[config.mk]
export PLATFORM = sky130hd
export DESIGN_NAME = cnn_row_feeder
export DESIGN_NICKNAME = d
export VERILOG_FILES = /design/src/rtl/cnn_feed_pkg.sv /design/src/rtl/cnn_row_packer.sv /design/src/rtl/cnn_row_feeder.sv
export SDC_FILE = /design/constraint.sdc
export NUM_CORES = 1
export LEC_CHECK = 0
export BUFFER_PORTS_ARGS = -buffer_cell sky130_fd_sc_hd__buf_2
export CAP_MARGIN = 15
export CORE_MARGIN = 2
export CORE_UTILIZATION = 62
export CTS_CLUSTER_SIZE = 28
export DETAILED_ROUTE_END_ITERATION = 16
export PLACE_DENSITY_LB_ADDON = 0.12
export RECOVER_POWER = 25
export SYNTH_ARGS = -nofsm -noshare
export SYNTH_HDL_FRONTEND = slang
export SYNTH_SLANG_ARGS = --single-unit
[constraint.sdc]
create_clock -name clk -period 8.7 [get_ports clk]
set_clock_uncertainty 0.05 [all_clocks]
set_input_delay 0.435 -clock clk [delete_from_list [all_inputs] [get_ports clk]]
set_output_delay 0.435 -clock clk [all_outputs]
set_load 0.02 [all_outputs]
[src/rtl/cnn_feed_pkg.sv]
// cnn_feed_pkg
// Shared defaults and state encoding for the CNN row feeder.
//   H_DEF / W_DEF     : frame geometry (rows, pixels per row)
//   DATA_BITS_DEF     : pixel width
//   ROW_GAP_DEF       : idle cycles inserted after each emitted row
//   feed_state_e      : feeder FSM states
package cnn_feed_pkg;

  localparam int H_DEF         = 24;
  localparam int W_DEF         = 24;
  localparam int DATA_BITS_DEF = 8;
  localparam int ROW_GAP_DEF   = 64;

  typedef enum logic [1:0] {
    FILL     = 2'd0,
    SEND     = 2'd1,
    GAP      = 2'd2,
    WAIT_RES = 2'd3
  } feed_state_e;

endpackage

[src/rtl/cnn_row_packer.sv]
// cnn_row_packer
// Column counter plus packing register; assembles W pixels into one row.
// Ports:
//   clk, resetn : clock, async active-low reset
//   s_data      : incoming pixel
//   xfer        : pixel accepted this cycle
//   clear       : restart the column counter (row emitted)
//   last        : this transfer is column W-1
//   pack_nxt    : packing register including this cycle's pixel, so the
//                 owner can capture a complete row on the final transfer
module cnn_row_packer
  import cnn_feed_pkg::*;
#(
  parameter int W         = W_DEF,
  parameter int DATA_BITS = DATA_BITS_DEF
) (
  input  logic                     clk,
  input  logic                     resetn,
  input  logic [DATA_BITS-1:0]     s_data,
  input  logic                     xfer,
  input  logic                     clear,
  output logic                     last,
  output logic [W*DATA_BITS-1:0]   pack_nxt
);

  localparam int COL_W = (W > 1) ? $clog2(W) : 1;

  logic [COL_W-1:0]       col;
  logic [W*DATA_BITS-1:0] pack;

  assign last = xfer && (col == COL_W'(W - 1));

  always_comb begin
    pack_nxt = pack;
    if (xfer) pack_nxt[col*DATA_BITS +: DATA_BITS] = s_data;
  end

  always_ff @(posedge clk or negedge resetn) begin
    if (!resetn) begin
      col  <= '0;
      pack <= '0;
    end else begin
      pack <= pack_nxt;
      if (clear)     col <= '0;
      else if (xfer) col <= last ? '0 : col + 1'b1;
    end
  end

endmodule

[src/rtl/cnn_row_feeder.sv]
// cnn_row_feeder
// Collects a pixel stream into packed rows for the CNN and paces it with an
// idle gap after every row.
// Optional build macro: CNN_FEEDER_FRAME_WAIT_EN -- after the last row of a
// frame, hold input off until the CNN strobes dense_valid.
// Ports:
//   clk, resetn           : clock, async active-low reset
//   s_data/s_valid/s_ready: pixel stream handshake
//   row_data/row_valid    : packed row and its one-cycle strobe
//   dense_valid           : CNN result strobe (frame-wait build only)
//   frame_done            : one-cycle end-of-frame pulse
//   row_idx               : row currently being filled
//
// state    | meaning
// FILL     | accepting pixels into the packer
// SEND     | one cycle, row_valid high, row index advances
// GAP      | ROW_GAP idle cycles, input held off
// WAIT_RES | frame end, input held off until dense_valid
module cnn_row_feeder
  import cnn_feed_pkg::*;
#(
  parameter int H         = H_DEF,
  parameter int W         = W_DEF,
  parameter int DATA_BITS = DATA_BITS_DEF,
  parameter int ROW_GAP   = ROW_GAP_DEF,
  localparam int IDX_W    = (H > 1) ? $clog2(H) : 1
) (
  input  logic                   clk,
  input  logic                   resetn,
  input  logic [DATA_BITS-1:0]   s_data,
  input  logic                   s_valid,
  output logic                   s_ready,
  output logic [W*DATA_BITS-1:0] row_data,
  output logic                   row_valid,
  input  logic                   dense_valid,
  output logic                   frame_done,
  output logic [IDX_W-1:0]       row_idx
);

  localparam int GAP_W = (ROW_GAP > 1) ? $clog2(ROW_GAP) : 1;
  localparam logic [GAP_W-1:0] GAP_LOAD = GAP_W'((ROW_GAP > 0) ? ROW_GAP - 1 : 0);

  feed_state_e            state, state_nxt;
  logic                   armed;
  logic [GAP_W-1:0]       gap_cnt;
  logic                   xfer;
  logic                   last;
  logic                   last_row;
  logic [W*DATA_BITS-1:0] pack_nxt;

  // armed keeps s_ready low while in reset and for the release edge
  assign s_ready   = armed && (state == FILL);
  assign xfer      = s_valid && s_ready;
  assign row_valid = (state == SEND);
  assign last_row  = (row_idx == IDX_W'(H - 1));

  cnn_row_packer #(
    .W         (W),
    .DATA_BITS (DATA_BITS)
  ) u_packer (
    .clk      (clk),
    .resetn   (resetn),
    .s_data   (s_data),
    .xfer     (xfer),
    .clear    (state == SEND),
    .last     (last),
    .pack_nxt (pack_nxt)
  );

  always_ff @(posedge clk or negedge resetn) begin
    if (!resetn) begin
      state    <= FILL;
      armed    <= 1'b0;
      gap_cnt  <= '0;
      row_idx  <= '0;
      row_data <= '0;
    end else begin
      state <= state_nxt;
      armed <= 1'b1;
      if (last) row_data <= pack_nxt;
      if (state == SEND) begin
        gap_cnt <= GAP_LOAD;
        row_idx <= last_row ? '0 : row_idx + 1'b1;
      end else if (state == GAP && gap_cnt != '0) begin
        gap_cnt <= gap_cnt - 1'b1;
      end
    end
  end

  always_comb begin
    state_nxt = state;
    case (state)
      FILL: if (last) state_nxt = SEND;
      SEND: begin
`ifdef CNN_FEEDER_FRAME_WAIT_EN
        if (last_row)         state_nxt = WAIT_RES;
        else if (ROW_GAP > 0) state_nxt = GAP;
        else                  state_nxt = FILL;
`else
        if (ROW_GAP > 0) state_nxt = GAP;
        else             state_nxt = FILL;
`endif
      end
      GAP: if (gap_cnt == '0) state_nxt = FILL;
`ifdef CNN_FEEDER_FRAME_WAIT_EN
      WAIT_RES: if (dense_valid) state_nxt = FILL;
`endif
      default: state_nxt = FILL;
    endcase
  end

`ifdef CNN_FEEDER_FRAME_WAIT_EN
  always_ff @(posedge clk or negedge resetn) begin
    if (!resetn) frame_done <= 1'b0;
    else         frame_done <= (state == WAIT_RES) && dense_valid;
  end
`else
  // without the wait, the frame ends with the strobe of the last row
  logic unused_dense;
  assign unused_dense = dense_valid;
  assign frame_done   = row_valid && last_row;
`endif

endmodule

==> flow_metrics.py <==
metrics = {
    "synth": {
        "dominantRegCellSynth": "sky130_fd_sc_hd__dfrtp_1",
        "netlist_area_um2": 16200,
        "synth_enable_flop_cells": 0,
        "synth.yosys.seq_area_share_pct": 62.2,
        "synth-seq-cells": 403,
        "syn-mean-instance-area_um2": 10.5,
        "post-synth-top-area-fraction_pct": 62.2,
        "synth.distinct_cells": 67,
        "yosysWarnings": 0,
        "syn_nets": 1565,
        "synth.top_cells.by_area": "sky130_fd_sc_hd__dfrtp_1, sky130_fd_sc_hd__nand2_1, sky130_fd_sc_hd__o21ai_0",
        "synth_async_sr_flop_share_pct": 100,
        "synthesis.instances": 1547,
        "netlist.top_cell.by_area": "sky130_fd_sc_hd__dfrtp_1",
    },
    "status": {
        "failing_checks": "max-capacitance violations, max-slew violations",
        "status": "finished with violations",
    },
    "detailed_routing": {
        "length_of_the_first_detailed_routing_pass_in_iterations": 5,
        "drt-initial-drc-count": 1331,
        "drt-total-wl_um": 40500,
        "detailroute.via_count": 12300,
        "drc": 0,
        "wl_cell_um": 19.5,
        "drt-vias-per-instance": 5.93,
        "detail-route-antenna-nets": 0,
    },
    "sta": {
        "min_cycle_time_layout_ns": 5.04,
        "fin_setup_tns_ns": 0,
        "hold_violations": 0,
        "max_slew.worst_pin.slew_ns": 4.77,
        "timing.max_slew.rel_slack_pct": -218,
        "finalWorstSetupSlack_ns": 3.66,
        "rsz0062_at_grt": "false",
        "layout_worst_path_cycle_share_pct": 58.0,
        "slew_violations": 88,
        "timing.final.setup_violations": 0,
        "max_clock_freq_ghz": 0.198,
    },
    "global_route": {
        "groute.usage.overall_pct": 29.5,
        "grt_pass1_wl_um": 65100,
        "vias_in_the_first_global_route": 12100,
        "grt_remaining_overflow": 0,
        "grt_max_degree": 184,
        "number_of_antenna_violations_at_the_first_check_in_global_routing": 1,
    },
    "min_path": {
        "hold_path_depth": 2,
        "hold_end": "u_packer.pack[100]$_DFF_PN0_",
        "hold_path.startpoint": "s_data[4]",
        "min_path_type": "in2reg",
    },
    "setup_path": {
        "critical_path.endpoint_type": "async pin",
        "reg2reg_setup_slack_ns": 3.71,
        "worstPathMaxFanout": 88,
        "critical_path_cell_with_the_highest_stage_delay": "sky130_fd_sc_hd__clkbuf_1",
        "critical_path.cell_chain": "dlygate4sd3_1 -> clkbuf_1 -> buf_4",
        "worst_ep_required_time_ns": 9.19,
        "critPathKind": "in2async",
        "regToRegEndpoint": "row_data[13]$_DFFE_PN0P_",
        "worst-path-buf-inv": 3,
        "cp_top_family": "buffers and inverters",
        "rr_worst_depth": 6,
        "timing.rr.start": "state[0]$_DFFE_PN0P_",
        "crit_arrival_ns": 5.53,
        "critPathLaunchType": "input pin",
        "max_stage_delay_ns": 3.31,
    },
    "clock_network": {
        "post_cts_buffers": 0,
        "clk_path_buf_depth": 3,
        "cts_resized": 0,
        "worst_skew_pair.late_latency_ns": 0.53,
        "clock-sinks": 403,
        "cts.reportedPaths.clkPinSlew_ns": 0.06,
        "cts_hold_repair.buffers": 1,
        "tritoncts_clock_tree": "done",
        "tritoncts.num_buffers": 40,
        "htree_levels": 2,
        "clock_tree.root_cell": "sky130_fd_sc_hd__clkbuf_16",
    },
    "power": {
        "static-leakage-power_uw": 0.00934,
        "ratio_of_total_power_to_cell_area_nw_per_um2": 348,
        "totalPowerFinal_uw": 6450,
        "peakVddDrop_v": 0.000241,
    },
    "placed_design": {
        "placedCellCount": 1999,
        "io_buffer_count": 210,
        "place.detailed.hpwl_um": 24800,
        "pre_cts_setup_slack_ns": 3.77,
        "gp_congestion": 0.834,
    },
    "layout": {
        "net_count_of_the_finished_layout": 1726,
        "proportion_of_layout_cells_with_a_drive_suffix_above_1_pct": 13.1,
        "layout-area-overhead-vs-synth_pct": 14.3,
        "stdcell_count": 2074,
    },
    "floorplan": {
        "io-pin-count": 212,
        "fp-row-count": 59,
        "initial_core_util_pct": 62.6,
        "core_area_um2": 25900,
        "die_h_um": 166,
        "total_die_area_um2": 27500,
        "die_x_um": 166,
    },
    "job": {
        "max_cap_violations": 1,
    },
}
-- sequential cells by signal, indices dropped and copies added (netlist names) --
name and flops:
row_data 192, u_packer.pack 192, gap_cnt 6, row_idx 5
u_packer.col 5, state 2, armed 1
-- where the power goes --
part	total, uW	internal, uW	switching [uW]
Sequential	2730	2410	318
Combinational	1930	556	1370
Clock	1800	1090	712
-- metrics by stage --
step / hold slack, ns / cell area [um2] / util [%]
final: 0.220 / 18500 / 71.5
after global routing: 0.219 / 18500 / 71.5
after CTS: 0.211 / 18700 / 72.3
after detailed placement: 0.396 / 17300 / 66.9
after global placement: 0.392 / 17300 / 66.9
after floorplan: 0.0894 / 16200 / -
-- logic make-up after synthesis --
kind of cell             Yosys count  share of synthesized area (%)
AO/OA/AOI/OAI                    284                           9.95
XOR/XNOR                          11                          0.594
adder cells (fa/ha/maj)            6                          0.463
buffers and inverters            128                           3.59
flip-flops                       403                           62.2
multiplexers                      79                           5.50
other                              1                         0.0231
AND/OR/NAND/NOR                  635                           17.7
-- synth_stat cells (7+ instances only) --
library cell	number
sky130_fd_sc_hd__nor3_1	7
sky130_fd_sc_hd__mux2_2	60
sky130_fd_sc_hd__or3_1	8
sky130_fd_sc_hd__dfrtp_1	403
sky130_fd_sc_hd__nand4_1	35
sky130_fd_sc_hd__or2_2	12
sky130_fd_sc_hd__or2_1	8
sky130_fd_sc_hd__buf_2	48
sky130_fd_sc_hd__o21ai_0	146
sky130_fd_sc_hd__xnor2_1	7
sky130_fd_sc_hd__and2_1	8
sky130_fd_sc_hd__inv_1	22
sky130_fd_sc_hd__nand2_1	333
sky130_fd_sc_hd__nor2b_1	7
sky130_fd_sc_hd__mux2i_1	13
sky130_fd_sc_hd__a31oi_1	86
sky130_fd_sc_hd__and3_1	9
sky130_fd_sc_hd__o21ai_1	7
sky130_fd_sc_hd__a21oi_1	21
sky130_fd_sc_hd__clkbuf_1	49
sky130_fd_sc_hd__nand3_1	52
sky130_fd_sc_hd__nor2_1	118
-- cells in the final DEF, fill, tap and decap left out, types with 3 or more instances in the layout --
master                      count
sky130_fd_sc_hd__dfrtp_1      403
sky130_fd_sc_hd__nand2_1      333
sky130_fd_sc_hd__clkbuf_1     169
sky130_fd_sc_hd__o21ai_0      146
sky130_fd_sc_hd__nor2_1       118
sky130_fd_sc_hd__a31oi_1       86
sky130_fd_sc_hd__mux2_2        60
sky130_fd_sc_hd__nand3_1       51
sky130_fd_sc_hd__buf_2         47
sky130_fd_sc_hd__clkbuf_16     41
sky130_fd_sc_hd__nand4_1       35
sky130_fd_sc_hd__inv_1         22
sky130_fd_sc_hd__a21oi_1       21
sky130_fd_sc_hd__mux2i_1       13
sky130_fd_sc_hd__clkbuf_8      13
sky130_fd_sc_hd__or2_2         12
sky130_fd_sc_hd__buf_4         11
sky130_fd_sc_hd__and3_1         9
sky130_fd_sc_hd__or3_1          8
sky130_fd_sc_hd__and2_1         8
sky130_fd_sc_hd__or2_1          8
sky130_fd_sc_hd__nor2b_1        7
sky130_fd_sc_hd__nor3_1         7
sky130_fd_sc_hd__xnor2_1        7
sky130_fd_sc_hd__o21ai_1        7
sky130_fd_sc_hd__nand2b_1       6
sky130_fd_sc_hd__nor4_1         6
sky130_fd_sc_hd__a31o_2         6
sky130_fd_sc_hd__ha_1           6
sky130_fd_sc_hd__clkinv_2       6
sky130_fd_sc_hd__mux2_4         5
sky130_fd_sc_hd__xor2_1         4
sky130_fd_sc_hd__bufinv_16      4
sky130_fd_sc_hd__a221o_1        3
sky130_fd_sc_hd__o211ai_1       3
-- worst max path at each step --
| stage | from | endpoint | depth (start not counted) |
|---|---|---|---|
| after detailed placement | state[0]$_DFFE_PN0P_ | row_data[13]$_DFFE_PN0P_ | 6 |
| final | resetn | u_packer.pack[8]$_DFF_PN0_ | 3 |
| after global routing | resetn | row_data[8]$_DFFE_PN0P_ | 3 |
| after CTS | state[0]$_DFFE_PN0P_ | row_data[13]$_DFFE_PN0P_ | 6 |
| after global placement | state[0]$_DFFE_PN0P_ | row_data[29]$_DFFE_PN0P_ | 6 |
| after floorplan | u_packer.col[0]$_DFFE_PN0P_ | row_data[37]$_DFFE_PN0P_ | 12 |
-- layer usage --
| layer | vias up | track usage (%) | routed length, um | share of wire, % |
|---|---|---|---|---|
| met3 | 82 | 6.12 | 2850 | 7.0 |
| met5 | - | 0 | 0 | 0 |
| met4 | 0 | 9.19 | 1060 | 2.6 |
| met2 | 458 | 46.0 | 19100 | 47 |
| met1 | 6157 | 42.3 | 17500 | 43 |
| li1 | 5592 | - | - | - |
-- area by class of cell --
type	instances	area (um2)
Sequential cell	403	10100
Inverter	23	93.8
Fill cell	1957	7370
Clock buffer	59	1210
Antenna cell	1	2.50
Timing Repair Buffer	224	973
Tap cell	335	419
Clock inverter	13	175
Multi-Input combinational cell	1016	5580
Note: power is estimated with default switching activity, not from simulation.
